===== src/rtl/multicycle_control.sv =====
// Multi-cycle MIPS control unit.
// Sequences each instruction through fetch, decode, execute, memory and write-back states
// and drives Moore-decoded datapath strobes for the current state. pc_write is qualified by
// mem_ready in FETCH and by the ALU zero flag in BRANCH. Illegal opcodes park the unit in
// TRAP with a sticky flag until reset. Retired instructions are counted modulo 2^CNT_W.
//
// Ports:
//   clk, reset            clock and synchronous active-high reset
//   op, funct, zero       instruction fields and ALU zero flag
//   mem_ready             memory access completes this cycle
//   pc_write .. pc_source datapath strobes and mux selects
//   state                 current state (debug)
//   illegal_op            sticky illegal-opcode trap flag
//   retire_count          retired instruction counter
module multicycle_control #(
  parameter int unsigned ALUOP_W    = 3,
  parameter int unsigned CNT_W      = 32,
  parameter bit          ENABLE_JAL = 1'b1
) (
  input  logic               clk,
  input  logic               reset,
  input  logic [5:0]         op,
  input  logic [5:0]         funct,
  input  logic               zero,
  input  logic               mem_ready,
  output logic               pc_write,
  output logic               iord,
  output logic               mem_read,
  output logic               mem_write,
  output logic               ir_write,
  output logic [1:0]         reg_dst,
  output logic [1:0]         mem_to_reg,
  output logic               reg_write,
  output logic               alu_src_a,
  output logic [1:0]         alu_src_b,
  output logic [ALUOP_W-1:0] alu_op,
  output logic [1:0]         pc_source,
  output logic [3:0]         state,
  output logic               illegal_op,
  output logic [CNT_W-1:0]   retire_count
);

  typedef enum logic [3:0] {
    StFetch, StDecode, StMemAddr, StMemRd, StMemWb, StMemWr, StRExec, StRWb,
    StIExec, StIWb, StBranch, StJump, StJr, StJal, StTrap
  } state_e;

  localparam logic [5:0] OpRType = 6'h00;
  localparam logic [5:0] OpJ     = 6'h02;
  localparam logic [5:0] OpJal   = 6'h03;
  localparam logic [5:0] OpBeq   = 6'h04;
  localparam logic [5:0] OpBne   = 6'h05;
  localparam logic [5:0] OpAddi  = 6'h08;
  localparam logic [5:0] OpAndi  = 6'h0c;
  localparam logic [5:0] OpOri   = 6'h0d;
  localparam logic [5:0] OpLui   = 6'h0f;
  localparam logic [5:0] OpLw    = 6'h23;
  localparam logic [5:0] OpSw    = 6'h2b;
  localparam logic [5:0] FnJr    = 6'h08;

  localparam logic [2:0] AluRType = 3'b111;
  localparam logic [2:0] AluAdd   = 3'b100;
  localparam logic [2:0] AluOr    = 3'b101;
  localparam logic [2:0] AluAnd   = 3'b110;
  localparam logic [2:0] AluLui   = 3'b000;
  localparam logic [2:0] AluSub   = 3'b011;

  state_e           state_q, state_d;
  logic [5:0]       op_q;
  logic             illegal_q;
  logic [CNT_W-1:0] count_q;
  logic             retire;
  logic [2:0]       alu_op3;

  always_ff @(posedge clk) begin
    if (reset) begin
      state_q   <= StFetch;
      op_q      <= '0;
      illegal_q <= 1'b0;
      count_q   <= '0;
    end else begin
      state_q <= state_d;
      // Later states need the opcode but it is only sampled here.
      if (state_q == StDecode) op_q <= op;
      if (state_q == StDecode && state_d == StTrap) illegal_q <= 1'b1;
      if (retire) count_q <= count_q + CNT_W'(1);
    end
  end

  always_comb begin
    state_d = state_q;
    retire  = 1'b0;
    case (state_q)
      StFetch:  if (mem_ready) state_d = StDecode;
      StDecode: begin
        case (op)
          OpRType:                     state_d = (funct == FnJr) ? StJr : StRExec;
          OpAddi, OpOri, OpAndi, OpLui: state_d = StIExec;
          OpLw, OpSw:                  state_d = StMemAddr;
          OpBeq, OpBne:                state_d = StBranch;
          OpJ:                         state_d = StJump;
          OpJal:                       state_d = ENABLE_JAL ? StJal : StTrap;
          default:                     state_d = StTrap;
        endcase
      end
      StMemAddr: state_d = (op_q == OpLw) ? StMemRd : StMemWr;
      StMemRd:   if (mem_ready) state_d = StMemWb;
      StMemWr: begin
        if (mem_ready) begin
          state_d = StFetch;
          retire  = 1'b1;
        end
      end
      StRExec: state_d = StRWb;
      StIExec: state_d = StIWb;
      StMemWb, StRWb, StIWb, StBranch, StJump, StJr, StJal: begin
        state_d = StFetch;
        retire  = 1'b1;
      end
      StTrap:  state_d = StTrap;
      default: state_d = StFetch;
    endcase
  end

  always_comb begin
    pc_write   = 1'b0;
    iord       = 1'b0;
    mem_read   = 1'b0;
    mem_write  = 1'b0;
    ir_write   = 1'b0;
    reg_dst    = 2'b00;
    mem_to_reg = 2'b00;
    reg_write  = 1'b0;
    alu_src_a  = 1'b0;
    alu_src_b  = 2'b00;
    alu_op3    = AluLui;
    pc_source  = 2'b00;
    case (state_q)
      StFetch: begin
        mem_read  = 1'b1;
        alu_src_b = 2'b01;
        alu_op3   = AluAdd;
        ir_write  = mem_ready;
        pc_write  = mem_ready;
      end
      StDecode: begin
        alu_src_b = 2'b11;
        alu_op3   = AluAdd;
      end
      StMemAddr: begin
        alu_src_a = 1'b1;
        alu_src_b = 2'b10;
        alu_op3   = AluAdd;
      end
      StMemRd: begin
        mem_read = 1'b1;
        iord     = 1'b1;
      end
      StMemWb: begin
        reg_write  = 1'b1;
        mem_to_reg = 2'b01;
      end
      StMemWr: begin
        mem_write = 1'b1;
        iord      = 1'b1;
      end
      StRExec: begin
        alu_src_a = 1'b1;
        alu_op3   = AluRType;
      end
      StRWb: begin
        reg_write = 1'b1;
        reg_dst   = 2'b01;
      end
      StIExec: begin
        alu_src_a = 1'b1;
        alu_src_b = 2'b10;
        case (op_q)
          OpOri:   alu_op3 = AluOr;
          OpAndi:  alu_op3 = AluAnd;
          OpLui:   alu_op3 = AluLui;
          default: alu_op3 = AluAdd;
        endcase
      end
      StIWb: reg_write = 1'b1;
      StBranch: begin
        alu_src_a = 1'b1;
        alu_op3   = AluSub;
        pc_source = 2'b01;
        pc_write  = (op_q == OpBeq) ? zero : !zero;
      end
      StJump: begin
        pc_write  = 1'b1;
        pc_source = 2'b10;
      end
      StJr: begin
        pc_write  = 1'b1;
        pc_source = 2'b11;
      end
      StJal: begin
        pc_write   = 1'b1;
        pc_source  = 2'b10;
        reg_write  = 1'b1;
        reg_dst    = 2'b10;
        mem_to_reg = 2'b10;
      end
      default: ;
    endcase
    // Side-effecting strobes are suppressed while reset is held.
    if (reset) begin
      pc_write  = 1'b0;
      ir_write  = 1'b0;
      reg_write = 1'b0;
      mem_read  = 1'b0;
      mem_write = 1'b0;
    end
  end

  assign alu_op       = ALUOP_W'(alu_op3);
  assign state        = state_q;
  assign illegal_op   = illegal_q;
  assign retire_count = count_q;

endmodule


===== config.mk =====
export PLATFORM = sky130hd
export DESIGN_NAME = multicycle_control
export DESIGN_NICKNAME = d
export VERILOG_FILES = /design/src/rtl/multicycle_control.sv
export SDC_FILE = /design/constraint.sdc
export NUM_CORES = 1
export LEC_CHECK = 0
export CORE_AREA = 2 2 75 77
export CTS_CLUSTER_DIAMETER = 150
export DETAILED_ROUTE_END_ITERATION = 8
export DIE_AREA = 0 0 77 79
export DONT_BUFFER_PORTS = 1
export SKIP_CTS_REPAIR_TIMING = 1
export SLEW_MARGIN = 20
export SYNTH_ARGS = -nofsm -noshare
export SYNTH_HDL_FRONTEND = slang
export SYNTH_SLANG_ARGS = --single-unit

===== constraint.sdc =====
create_clock -name clk -period 2.5 [get_ports clk]
set_clock_uncertainty 0.15 [all_clocks]
set_input_delay 0.5 -clock clk [delete_from_list [all_inputs] [get_ports clk]]
set_output_delay 0.5 -clock clk [all_outputs]
set_load 0.005 [all_outputs]

* Word level (Yosys, flattened, before mapping)
Cells that the tools add are included.
** Cells by class
- Add/subtract/negate cells :: 1
- Reductions and logical operators :: 16
- Eq/ne operators :: 31
- Muxes and demuxes :: 28
** Operator list (count)
- equality test 6 x 4 -> 1 bit (second input constant) :: 8
- adder 32 x 1 -> 32 bit (second input constant) :: 1
- equality test 4 bit (second input constant) :: 8
- one-hot mux 4 bit (8 select lines) :: 1
- one-hot mux 4 bit (6 select lines) :: 1
- equality test 6 x 3 -> 1 bit (second input constant) :: 3
- equality test 6 bit (second input constant) :: 3
- equality test 4 x 3 -> 1 bit (second input constant) :: 4
- 2-to-1 mux 4 bit :: 4
- 2-to-1 mux 1 bit :: 13
- equality test 6 x 2 -> 1 bit (second input constant) :: 2
- one-hot mux 2 bit (3 select lines) :: 2
- one-hot mux 3 bit (4 select lines) :: 1
- OR reduction 2 bit :: 6
- OR reduction 4 bit :: 3
- one-hot mux 3 bit (3 select lines) :: 1
- equality test 4 x 2 -> 1 bit (second input constant) :: 2
- one-hot mux 2 bit (2 select lines) :: 2
- OR reduction 7 bit :: 1
- zero test 6 bit :: 1
- OR reduction 3 bit :: 2
- equality test 4 x 1 -> 1 bit (second input constant) :: 1
- zero test 4 bit :: 1
- 2-to-1 mux 3 bit :: 1
- 4 further kinds :: 4
** Storage, ports and cells
- Bits in registers :: 43
- Input bits :: 16
- Output and inout bits :: 55

* Depth between registers and ports, before layout
- Word-level depth :: 6
- Depth in mapped cells :: 8

* Least setup slack after synthesis
Ideal clock, no wire load.
- Kind :: reg-to-output
- Start :: register state_q[3], in the netlist state[3]
- End :: output port pc_write
- Data arrival time :: 1.409 ns
- Path slack :: 0.441 ns
- Cell stages (with the launch flop) :: 6
- Path buffers :: 3
- Path through :: dfxtp_1 -> buf_2 -> clkbuf_1 -> clkbuf_1 -> nand2_1 -> a221oi_1
** On the way
- Cells in the longest elaborated chain, start to end :: 4
- Elaborated cells between the ends (all ways) :: 8
- Classes of those cells :: eq/ne (4); mux (2); reduce/logical (2)
** Ends and longest elaborated chain
- start: declaration :: line 68 : state_e state_q, state_d;
- start signal: assignment :: line 77 : state_q <= StFetch;
- start signal: assignment :: line 82 : state_q <= state_d;
- equality test 4 bit :: line 138 : case (state_q)
- OR reduction 3 bit (no source line)
- one-hot mux 1 bit (3 select lines) (*) :: line 138
- 2-to-1 mux 1 bit (*) :: line 210 : if (reset) begin
- end: declaration :: line 26 : output logic pc_write,
Mark *: on every way between the ends. The rest lies on a longest branch, timed or not.

* Worst setup path after layout
- Start :: register state_q[0], in the netlist state[0]
- End :: register illegal_q, in the netlist illegal_op
** On the way
- Cells in the longest elaborated chain, start to end :: 4
- Elaborated cells between the ends (all ways) :: 14
- Classes of those cells :: eq/ne (8); mux (4); reduce/logical (2)
** Ends and longest elaborated chain
- equality test 4 bit, or another cell as far along :: line 93 : case (state_q)
- one-hot mux 4 bit (8 select lines) :: line 93
- equality test 4 bit :: line 85 : if (state_q == StDecode && state_d == StTrap) illegal_q <= 1'b1;
- logical AND 1 bit (*) :: line 85
- end signal: assignment :: line 79 : illegal_q <= 1'b0;
- end signal: assignment :: line 85
- end: declaration :: line 70 : logic illegal_q;
Marked as above.
A chain may end at the register's enable or synchronous reset.

==> impl_metrics.yaml <==
die:
  die_w_microns: 77
  die_area_sq_um: 6080
  row_count: 27
  dieHeight_microns: 79
  floorplan.initialDensity_pct: 48.5
  core_region_area_sq_um: 5340
  io_pins: 71
logic_synthesis:
  yosys_warnings: 0
  async_flop_share_pct: 0
  yosys-top-cells-count: "nor2_1 (45), dfxtp_1 (43), nand2_1 (31)"
  yosysSeqAreaShare_pct: 33.3
  yosys.area_share.simple_pct: 36.4
  synth_top_family_by_area: "simple AND/OR/NAND/NOR gates"
  synth_compound_area_share_pct: 16.8
  synth_edf_count: 0
  synth-xor-area-share_pct: 7.79
  yosysTopAreaCell: "dfxtp_1"
  synthMuxAreaShare_pct: 0.387
  synthCells: 334
  synth_fa_ha_area_share_pct: 0.484
  syn_nets: 351
  post-synth-top-count-cell: "nor2_1"
  ys_types: 63
  synth_top_area_share_pct: 33.3
  yosys_most_used_dff: "dfxtp_1"
  syn_area_sq_um: 2590
  ys_seq_elements: 43
  synth.avg_cell_area_sq_um: 7.75
  synth_area_leaders: "dfxtp_1 (33%), xnor2_1 (6.8%), nor2_1 (6.5%)"
setup_path:
  cp_max_fo: 11
  required_ps: 2550
  crit_path_start_kind: "flip-flop"
  r2r_start: "state[0]"
  critical_path_class: "flip-flop to flip-flop"
  critPathSlowestCell: "a2111oi_1"
  cp-end-kind: "flip-flop"
  slowest_delay_ps: 620
  r2r-end: "illegal_op"
  arrival_ps: 2290
  path_cells: "buf_4, and2b_1, nand2_2, a2111oi_1, o21ai_0, o32ai_1"
  r2r_slack_ps: 250
  critPathBufInv: 1
  cp_top_family: "compound AO/OA/AOI/OAI gates"
  reg2reg_depth: 6
timing:
  finalSetupTns_ps: 0
  rsz0062_at_grt: "no"
  tightestPinTransition_ps: 597
  fin_crit_sh_pct: 90.0
  finalSetupViolations: 0
  relSlewSlack_pct: 60.1
  fin_crit_ps: 2250
  fmax_mhz: 445
  hold_viol: 0
  drv_slew: 0
clock_network:
  cts_inserted_buffers: 5
  worstSkewPairLatency_ps: 290
  cts_htree_levels: 2
  clock-sinks: 43
  cts_root_buf: "clkbuf_8"
  tritoncts: "built"
  clockBufferDepth: 2
  clk_pin_slew_worst_paths_ps: 80
worst_hold_path:
  hold_end: "retire_count[29]"
  holdCritPathClass: "input pin to flip-flop"
  hold_depth: 1
  hp-start: "reset"
global_routing:
  grt_use_total_pct: 21.2
  grt_overflow: 0
  grt.busiest_layer: "met2"
  grt_pass1_wl_microns: 10600
  grt_use_met3_pct: 7.50
  grt_max_degree: 47
  grt_pass1_vias: 2167
  grt_use_met1_pct: 29.0
  met2_usage_pct: 32.6
  antenna_found_initial: 0
detailed_routing:
  drc: 0
  routed-via-count: 2374
  first_pass_iters: 4
  routedWlPerCell_microns: 15.8
  drt_wl_total_microns: 6420
  drt_iter0_drc: 147
  final_antenna_net_count: 0
  viasPerCell: 5.83
layout:
  layout.area.seq_sq_um: 861
  layout-drive-gt1-share_pct: 9.85
  layout.cells.non_filler: 407
  syn_to_final_growth_pct: 8.03
  diodes: 0
  multiInputGateArea_sq_um: 1610
  nets: 351
  nFillCells: 563
  final_core_util_pct: 52.4
power:
  power_per_cell_area_nw_per_um2: 862
  p_leak_nw: 0.846
  vdd_ir_drop_max_uv: 455
place:
  dp_hpwl_microns: 4600
  io_buffers: 0
  gp_congestion: 0.871
  placed_cells_incl_taps: 397
flow_run:
  maxCapViolations: 0
outcome:
  status: "finished, final reports clean"
-- per-stage QoR --
step / worst slack [ps] / cell area [sq um] / hold slack [ps] / power, mW
4_1_cts: 152 / 2780 / 111 / 2.42
3_3_place_gp: 210 / 2680 / 309 / 1.93
2_1_floorplan: 441 / 2590 / 295 / 1.67
3_5_place_dp: 172 / 2680 / 314 / 1.93
6_report: 251 / 2800 / 121 / 2.41
5_1_grt: 60.3 / 2800 / 89.4 / 2.59
-- worst max-delay path by stage --
stage / startpoint / endpoint / slack [ps] / cells past startpoint
detailed placement: state[0] / illegal_op / 170 / 6
finish: state[0] / illegal_op / 250 / 6
CTS: state[0] / illegal_op / 150 / 6
global placement: state[0] / illegal_op / 210 / 6
floorplan: state[3] / pc_write / 440 / 5
global route: state[0] / illegal_op / 60 / 6
-- power breakdown --
part | leakage, nW | switching (mW) | internal, mW
logic | 0.448 | 0.684 | 0.414
clock network | 0.0505 | 0.234 | 0.251
registers | 0.347 | 0.0828 | 0.742
-- kinds of logic (layout without fill, tap and decap cells) --
family,after synthesis,count (layout)
and+or+nand+nor,172,172
AOI/OAI and AO/OA,67,67
DFF,43,43
buffers and inverters,27,28
xor gates and xnor gates,23,23
adders and majority gates,1,1
muxes,1,1
-- per-layer routing --
layer  wire, microns  part of all wire [%]
met5               0                     0
met4              53                  0.83
met3             372                   5.8
met2            2870                    45
met1            3120                    49
-- sequential cells by signal, indices dropped and copies added (netlist names) --
register / flops
illegal_op: 1
op_q: 6
retire_count: 32
state: 4
-- cell type report --
class                   count  share of cell area, %
multi-input cells         264                   57.6
clock inverters             1                  0.269
clock buffers               7                   3.45
well taps                  72                   3.22
flip-flops and latches     43                   30.8
repair buffers             15                   4.03
inverters                   5                  0.671
-- placed cells by master, fill, tap and decap left out, types with 6 or more instances in the layout --
cell type,synthesis,routed
buf_4,1,15
nor2_1,45,45
nor2b_1,7,7
dfxtp_1,43,43
or3_1,7,7
xnor2_1,20,20
a21oi_1,20,20
nor3_1,11,11
o21ai_0,17,17
clkbuf_8,0,7
nand4_1,6,6
nand3_1,12,12
nor4_1,10,10
nand2_1,31,31
Power figures use the tool's default switching activity.
